### src/rtl/mult_seq_responder_pkg.sv
// Shared multiplier definitions: opcode encoding, signedness encodings, helpers.
// Latency: n/a (types and pure functions only).
// Backpressure: n/a.
package mult_seq_responder_pkg;

    localparam int MUL_OP_WIDTH = 3;

    typedef enum logic [MUL_OP_WIDTH-1:0] {
        MUL_MAC32 = 3'b000,
        MUL_H     = 3'b110
    } mul_opcode_e;

    // short_signed encodings: bit 0 = op_a signed, bit 1 = op_b signed
    localparam logic [1:0] SS_MULH   = 2'b11;
    localparam logic [1:0] SS_MULHSU = 2'b01;
    localparam logic [1:0] SS_MULHU  = 2'b00;

    function automatic logic op_is_legal(input logic [MUL_OP_WIDTH-1:0] op);
        return (op == MUL_MAC32) || (op == MUL_H);
    endfunction

    // Magnitude of a 32-bit value; -2^31 maps to 0x80000000 as unsigned
    function automatic logic [31:0] magnitude(input logic neg, input logic [31:0] v);
        return neg ? (~v + 32'd1) : v;
    endfunction

endpackage

### src/rtl/mult_seq_step.sv
// One shift-add step: 32 x BITS_PER_CYCLE partial product added into a 64-bit accumulator.
// Latency: purely combinational.
// Backpressure: none; the caller decides when to register the result.
module mult_seq_step #(
    parameter int BITS_PER_CYCLE = 2
) (
    input  logic [63:0]               acc,
    input  logic [31:0]               mag_a,
    input  logic [BITS_PER_CYCLE-1:0] digit,
    input  logic [4:0]                count,
    output logic [63:0]               acc_next
);

    logic [31+BITS_PER_CYCLE:0] pp;
    logic [63:0]                pp_ext;
    logic [5:0]                 shamt;

    // Partial product placed at bit offset count*BITS_PER_CYCLE, then accumulated
    always_comb begin
        pp       = {{BITS_PER_CYCLE{1'b0}}, mag_a} * {32'd0, digit};
        shamt    = 6'(count) * 6'(BITS_PER_CYCLE);
        pp_ext   = 64'(pp) << shamt;
        acc_next = acc + pp_ext;
    end

endmodule

### src/rtl/mult_seq_responder.sv
// Iterative MUL/MULH responder (radix 2^BITS_PER_CYCLE); MULT_FAST_LOW_EN adds a one-cycle MUL path.
// Latency: STEPS+1 cycles from accept to ready_o (1 cycle for MUL with MULT_FAST_LOW_EN).
// Backpressure: result held in DONE until ex_ready_i; new requests taken only in IDLE.
module mult_seq_responder
    import mult_seq_responder_pkg::*;
#(
    parameter int BITS_PER_CYCLE = 2
) (
    input  logic                    clk,
    input  logic                    rst_n,
    input  logic                    enable_i,
    input  logic [MUL_OP_WIDTH-1:0] operator_i,
    input  logic [1:0]              short_signed_i,
    input  logic [31:0]             op_a_i,
    input  logic [31:0]             op_b_i,
    input  logic                    ex_ready_i,
    output logic [31:0]             result_o,
    output logic                    ready_o,
    output logic                    multicycle_o
);

    localparam int         STEPS     = 32 / BITS_PER_CYCLE;
    localparam logic [4:0] LAST_STEP = 5'(STEPS - 1);

    localparam logic [1:0] IDLE = 2'd0;
    localparam logic [1:0] CALC = 2'd1;
    localparam logic [1:0] DONE = 2'd2;

    logic [1:0]  state;
    logic [31:0] mag_a;
    logic [31:0] mag_b;
    logic        neg;
    logic        is_mulh;
    logic [63:0] acc;
    logic [4:0]  count;

    logic [63:0] acc_next;
    logic [63:0] prod;
    logic        sign_a;
    logic        sign_b;
    logic        take_fast;
    logic [31:0] fast_low;

    assign sign_a = short_signed_i[0] & op_a_i[31];
    assign sign_b = short_signed_i[1] & op_b_i[31];

    // Product magnitude is below 2^63, so the negation never overflows
    assign prod = neg ? (~acc_next + 64'd1) : acc_next;

`ifdef MULT_FAST_LOW_EN
    // Low word of a*b is sign-agnostic, so MUL can finish in the accept cycle
    assign take_fast = (operator_i == MUL_MAC32);
    assign fast_low  = op_a_i * op_b_i;
`else
    assign take_fast = 1'b0;
    assign fast_low  = 32'd0;
`endif

    mult_seq_step #(
        .BITS_PER_CYCLE (BITS_PER_CYCLE)
    ) u_step (
        .acc      (acc),
        .mag_a    (mag_a),
        .digit    (mag_b[BITS_PER_CYCLE-1:0]),
        .count    (count),
        .acc_next (acc_next)
    );

    // Handshake outputs derived directly from state
    assign ready_o      = ((state == IDLE) && !enable_i) || (state == DONE);
    assign multicycle_o = (state == CALC);

    // Control FSM and shift-add datapath registers
    always_ff @(posedge clk or negedge rst_n) begin
        if (!rst_n) begin
            state    <= IDLE;
            mag_a    <= 32'd0;
            mag_b    <= 32'd0;
            neg      <= 1'b0;
            is_mulh  <= 1'b0;
            acc      <= 64'd0;
            count    <= 5'd0;
            result_o <= 32'd0;
        end else begin
            case (state)
                IDLE: begin
                    if (enable_i) begin
                        if (!op_is_legal(operator_i)) begin
                            result_o <= 32'd0;
                            state    <= DONE;
                        end else if (take_fast) begin
                            result_o <= fast_low;
                            state    <= DONE;
                        end else begin
                            mag_a   <= magnitude(sign_a, op_a_i);
                            mag_b   <= magnitude(sign_b, op_b_i);
                            neg     <= sign_a ^ sign_b;
                            is_mulh <= (operator_i == MUL_H);
                            acc     <= 64'd0;
                            count   <= 5'd0;
                            state   <= CALC;
                        end
                    end
                end
                CALC: begin
                    acc   <= acc_next;
                    mag_b <= mag_b >> BITS_PER_CYCLE;
                    count <= count + 5'd1;
                    if (count == LAST_STEP) begin
                        result_o <= is_mulh ? prod[63:32] : prod[31:0];
                        state    <= DONE;
                    end
                end
                DONE: begin
                    if (ex_ready_i) begin
                        state <= IDLE;
                    end
                end
                default: state <= IDLE;
            endcase
        end
    end

endmodule

### config.mk
export PLATFORM = sky130hd
export DESIGN_NAME = mult_seq_responder
export DESIGN_NICKNAME = d
export VERILOG_FILES = /design/src/rtl/mult_seq_responder_pkg.sv /design/src/rtl/mult_seq_step.sv /design/src/rtl/mult_seq_responder.sv
export SDC_FILE = /design/constraint.sdc
export NUM_CORES = 1
export LEC_CHECK = 0
export CORE_ASPECT_RATIO = 0.75
export CORE_UTILIZATION = 66
export CTS_BUF_LIST = sky130_fd_sc_hd__clkbuf_8
export DETAILED_ROUTE_END_ITERATION = 6
export GPL_TIMING_DRIVEN = 1
export PLACE_DENSITY = 0.87
export SLEW_MARGIN = 20
export SYNTH_ARGS = -nofsm -noshare
export SYNTH_HDL_FRONTEND = slang
export SYNTH_SLANG_ARGS = --single-unit
### constraint.sdc
create_clock -name clk -period 13.8 [get_ports clk]
set_input_delay 4.14 -clock clk [delete_from_list [all_inputs] [get_ports clk]]
set_output_delay 4.14 -clock clk [all_outputs]
set_load 0.005 [all_outputs]
### Yosys cells after proc, flatten, opt, wreduce, memory -nomap -nowiden

Index checks and enable logic that the tools add are counted.

* logic and storage cells: 63
* register bits: 169
* output and inout port bits: 34
* input bits: 73

* reduce and logical (&&, ||, !) cells: 11
* add/subtract/negate cells: 5
* equality and inequality tests: 9
* shift operators: 1
* mux-type cells: 22
* multiply operators: 1
* bitwise logic cells: 6

Operators with widths (count)
* 32-bit two-way mux: 8
* 64-bit two-way mux: 3
* 32-bit case mux with 2 select lines: 2
* 64-bit case mux with 2 select lines: 1
* 32-bit by 1-bit adder with 32-bit output (second input constant): 2
* 64-bit by 1-bit adder with 64-bit output (second input constant): 1
* 64-bit adder: 1
* 32-bit inverter: 2
* 64-bit inverter: 1
* 34-bit by 6-bit left shift with 64-bit output: 1
* 32-bit by 2-bit multiplier with 34-bit output: 1
* 5-bit two-way mux: 2
* 5-bit case mux with 2 select lines: 1
* 3-bit AND reduction: 3
* 2-bit two-way mux: 4
* 2-bit inequality test (second input constant): 3
* 2-bit case mux with 3 select lines: 1
* 5-bit by 1-bit adder with 5-bit output (second input constant): 1
* 5-bit by 4-bit equality test with 1-bit output (second input constant): 1
* 2-bit by 1-bit inequality test with 1-bit output (second input constant): 2
* 4-bit AND reduction: 1
* 3-bit equality test (second input constant): 1
* 3-bit logical NOT: 1
* 1-bit bitwise AND: 2
* 8 further kinds: 9

### Depth between registers and ports, before layout

* depth in word-level cells: 9
* depth in mapped cells: 33
* gate-level depth less buffers: 29

### Modules after synthesis

A second synthesis with hierarchy kept.

* cell total of the unflattened synthesis: 2373
* area, all modules: 18572.8 um^2

By module, submodules not included
* mult_seq_responder: instances 1, area each 9564.2 um^2, cells each 1037, sequential area each 4229.1 um^2
* mult_seq_step: instances 1, area each 9008.6 um^2, cells each 1336, sequential area each 0.0 um^2

### Worst setup path before layout

Ideal clock, no wire load.

* path kind: input port to output port
* start: input enable_i
* end: output ready_o
* stages: 1
* path slack: 5372 ps
* arrival: 4288 ps
* data required time: 9660 ps
* buffers on the path: 0
* cells stage by stage: a21oi_1

* word-level cells in the longest chain between the ends: 3

RTL lines
* start, declared: line mult_seq_responder.sv:11 `input logic enable_i,`
* 1-bit logical NOT: line mult_seq_responder.sv:70 `assign ready_o = ((state == IDLE) && !enable_i) || (state == DONE);`
* 1-bit logical AND: line mult_seq_responder.sv:70
* 1-bit logical OR: line mult_seq_responder.sv:70
* end, declared: line mult_seq_responder.sv:18 `output logic ready_o,`

Every way passes these cells.

### Worst setup path in the final report

* start: register mag_b[1]
* end: register result_o[28]

* word-level cells in the longest chain between the ends: 9

RTL lines
* start, declared: line mult_seq_responder.sv:31 `logic [31:0] mag_b;`
* start signal, assigned: line mult_seq_responder.sv:96 `mag_b <= magnitude(sign_b, op_b_i);`
* start signal, assigned: line mult_seq_responder.sv:107 `mag_b <= mag_b >> BITS_PER_CYCLE;`
* 32-bit by 2-bit multiplier with 34-bit output *: line mult_seq_step.sv:20 `pp = {{BITS_PER_CYCLE{1'b0}}, mag_a} * {32'd0, digit};`
* 34-bit by 6-bit left shift with 64-bit output *: line mult_seq_step.sv:22 `pp_ext = 64'(pp) << shamt;`
* 64-bit adder *: line mult_seq_step.sv:23 `acc_next = acc + pp_ext;`
* 64-bit inverter: line mult_seq_responder.sv:48 `assign prod = neg ? (~acc_next + 64'd1) : acc_next;`
* 64-bit by 1-bit adder with 64-bit output: line mult_seq_responder.sv:48
* 64-bit two-way mux *: line mult_seq_responder.sv:48
* 32-bit two-way mux *: line mult_seq_responder.sv:110 `result_o <= is_mulh ? prod[63:32] : prod[31:0];`
* 32-bit two-way mux *: line mult_seq_responder.sv:109 `if (count == LAST_STEP) begin`
* 32-bit case mux with 2 select lines *: line mult_seq_responder.sv:85 `case (state)`
* end signal, assigned: line mult_seq_responder.sv:92 `result_o <= fast_low;`
* end signal, assigned: line mult_seq_responder.sv:110
* end, declared: line mult_seq_responder.sv:17 `output logic [31:0] result_o,`

Every way passes the cells marked *; elsewhere a longest branch is shown, timed or not. The select of a mux whose other input is x is not followed.
A chain may end at the register's enable or synchronous reset.

==> impl_metrics.toml <==
[yosys]
yosysTopAreaCellShare = 0.225
synth_top_area_cell = "dfrtp_1"
synth_common_cells = "277 x nand2_1, 259 x a21oi_1, 246 x nor2_1, 212 x o21ai_0, 169 x dfrtp_1"
async_reset_ff_frac = 1.00
netlist_area_sq_um = 18800
avgSynthCellArea_sq_um = 7.38
ys_types = 94
synth_area_leaders = "dfrtp_1 22%, a21oi_1 6.9%, ha_1 6.6%"
synthFlopType = "dfrtp_1"
ys_seq_area_frac = 0.225
ys.warnings.count = 0
synth_edf_count = 0
synthMostInstantiatedCell = "nand2_1"
syn_nets = 2724
ys_ff_latch = 169
postSynthCellCount = 2550

[floorplan]
rows = 53
dieArea_sq_um = 29200
coreArea_sq_um = 28100
die_w_um = 197
top_level_ports = 107
die_h_um = 148
start_util = 0.671

[global_route]
grt_antenna_before_repair = 5
grt_max_degree = 73
grt_pass1_wl_mm = 106
grt.total_usage = 0.468
grt-ovfl-total = 0
grt_pass1_vias = 18700

[clock_tree]
numClockSinks = 169
postCtsHoldBufs = 0
clk-insertion-delay-late_ns = 0.54
ctsResizeCount = 0
cts_tree = "done"
clk_pin_slew_ns = 0.10
cts_root_buf = "clkbuf_8"
cts_setup_buffers = 0
cts_buffer_depth = 2
cts_htree_levels = 4
cts_buffers = 17

[final_layout]
drive_above_1_share = 0.0479
nNetsFinal = 2706
fin_cells = 2931
syn_to_final_growth_pct = 7.93
fin_area_sq_um = 20300

[sta]
setup_viol = 0
rsz0062_at_grt = "no"
fin_skew_ns = 0.0243
tns_ns = 0
max_freq_mhz = 99.9
hold_viol = 0
fin_crit_sh = 0.726
min_period_ns = 10.01
drv_slew = 0
slew_headroom = 0.238
tightestPinTransition_ns = 1.14

[detailed_routing]
ant_nets = 0
wl_per_cell_um = 23.6
drc = 66
drtPass1Iterations = 7
vias = 21100
wl_mm = 69.2
drt_iter0_markers = 3526
vias_per_cell = 7.19

[worst_setup_path]
cp-end-kind = "flop"
critPathKind = "reg -> reg"
cp_slowest_cell = "dfrtp_1"
r2r-start = "mag_b[1]"
cpPeakStageDelay_ns = 0.88
cp.arrival_ns = 10.43
worstPathMaxFanout = 34
crit_path_start_kind = "flop"
required_ns = 14.22
crit_top_cell = "a21o_1"
critPathLaunch = "mag_b[1]"

[hold_path]
hold_path.class = "reg -> reg"
holdCritStartpoint = "mag_b[15]"

[placement]
io_buffers = 106
placed_area_sq_um = 19900
dp_cells = 2898
place_hpwl_mm = 53.6
place_congestion = 1.15

[flow_run]
maxCapViolations = 0

[status]
violations = "DRC"
status = "finished, violations left"
[cells in the final DEF (no fill, tap or decap), types with 45 or more instances in the layout]
master / instances
xnor2_1: 100
nor2_1: 246
ha_1: 99
and2_1: 102
dfrtp_1: 169
nand4_1: 48
xor2_1: 70
a22o_1: 56
clkdlybuf4s50_1: 105
a21oi_1: 259
nand2_1: 276
o21ai_0: 212
inv_1: 50
nand3_1: 45
[worst max-delay path, delay by kind of cell, from the launching register on]
kind            cells  cell delay (ns)
simple gates        8             2.61
fa+ha+maj           2             0.65
flops               1             0.88
compound gates     16             5.36
xor+xnor            1             0.26
buf+inv             1             0.11
[layer usage]
layer,part of all wire,GRT usage
met2,0.39,0.630
met3,0.17,0.213
met4,0.028,0.133
met5,0.00066,0
met1,0.41,0.662
[state kept, by name, summed over array words and instances, names as in the netlist]
register	flops
acc	64
mag_a	32
mag_b	32
result_o	32
count	5
state	2
is_mulh	1
neg	1
[metrics by stage]
| step | worst slack [ns] | util | hold WS (ns) |
|---|---|---|---|
| floorplan | 5.37 | - | 0.450 |
| global placement | 4.37 | 0.711 | 0.462 |
| finish | 3.79 | 0.724 | 0.490 |
| detailed placement | 4.37 | 0.711 | 0.465 |
| CTS | 4.36 | 0.724 | 0.494 |
| global route | 3.50 | 0.724 | 0.508 |
[cell families after synthesis]
group	share of synthesized area
muxes	0.0354
AOI/OAI and AO/OA	0.309
buffers and inverters	0.0457
adders and majority gates	0.0679
xor gates and xnor gates	0.0791
DFF	0.225
and+or+nand+nor	0.238
[path summary, 6_finish.rpt]
check	slack, ns	depth (start not counted)	end
setup / recovery	3.79	28	result_o[28]
hold / removal	0.49	2	mag_b[15]
setup reg to reg	3.79	28	result_o[28]
hold reg to reg	0.49	2	mag_b[15]
max in group asynchronous	8.26	3	mag_b[26]
min in group asynchronous	3.54	1	acc[17]
[final cells by class]
class                           instances  area, sq um
Inverter                               50          189
Tap cell                              385          482
Fill cell                            2252         7730
Multi-Input combinational cell       2158        13800
Sequential cell                       169         4230
Timing Repair Buffer                  136         1290
Clock buffer                           18          248
Clock inverter                         14          121
Antenna cell                            1         2.50
Power is not shown: default switching activity piles up to over one toggle a cycle in this logic, so the estimate is an artifact.
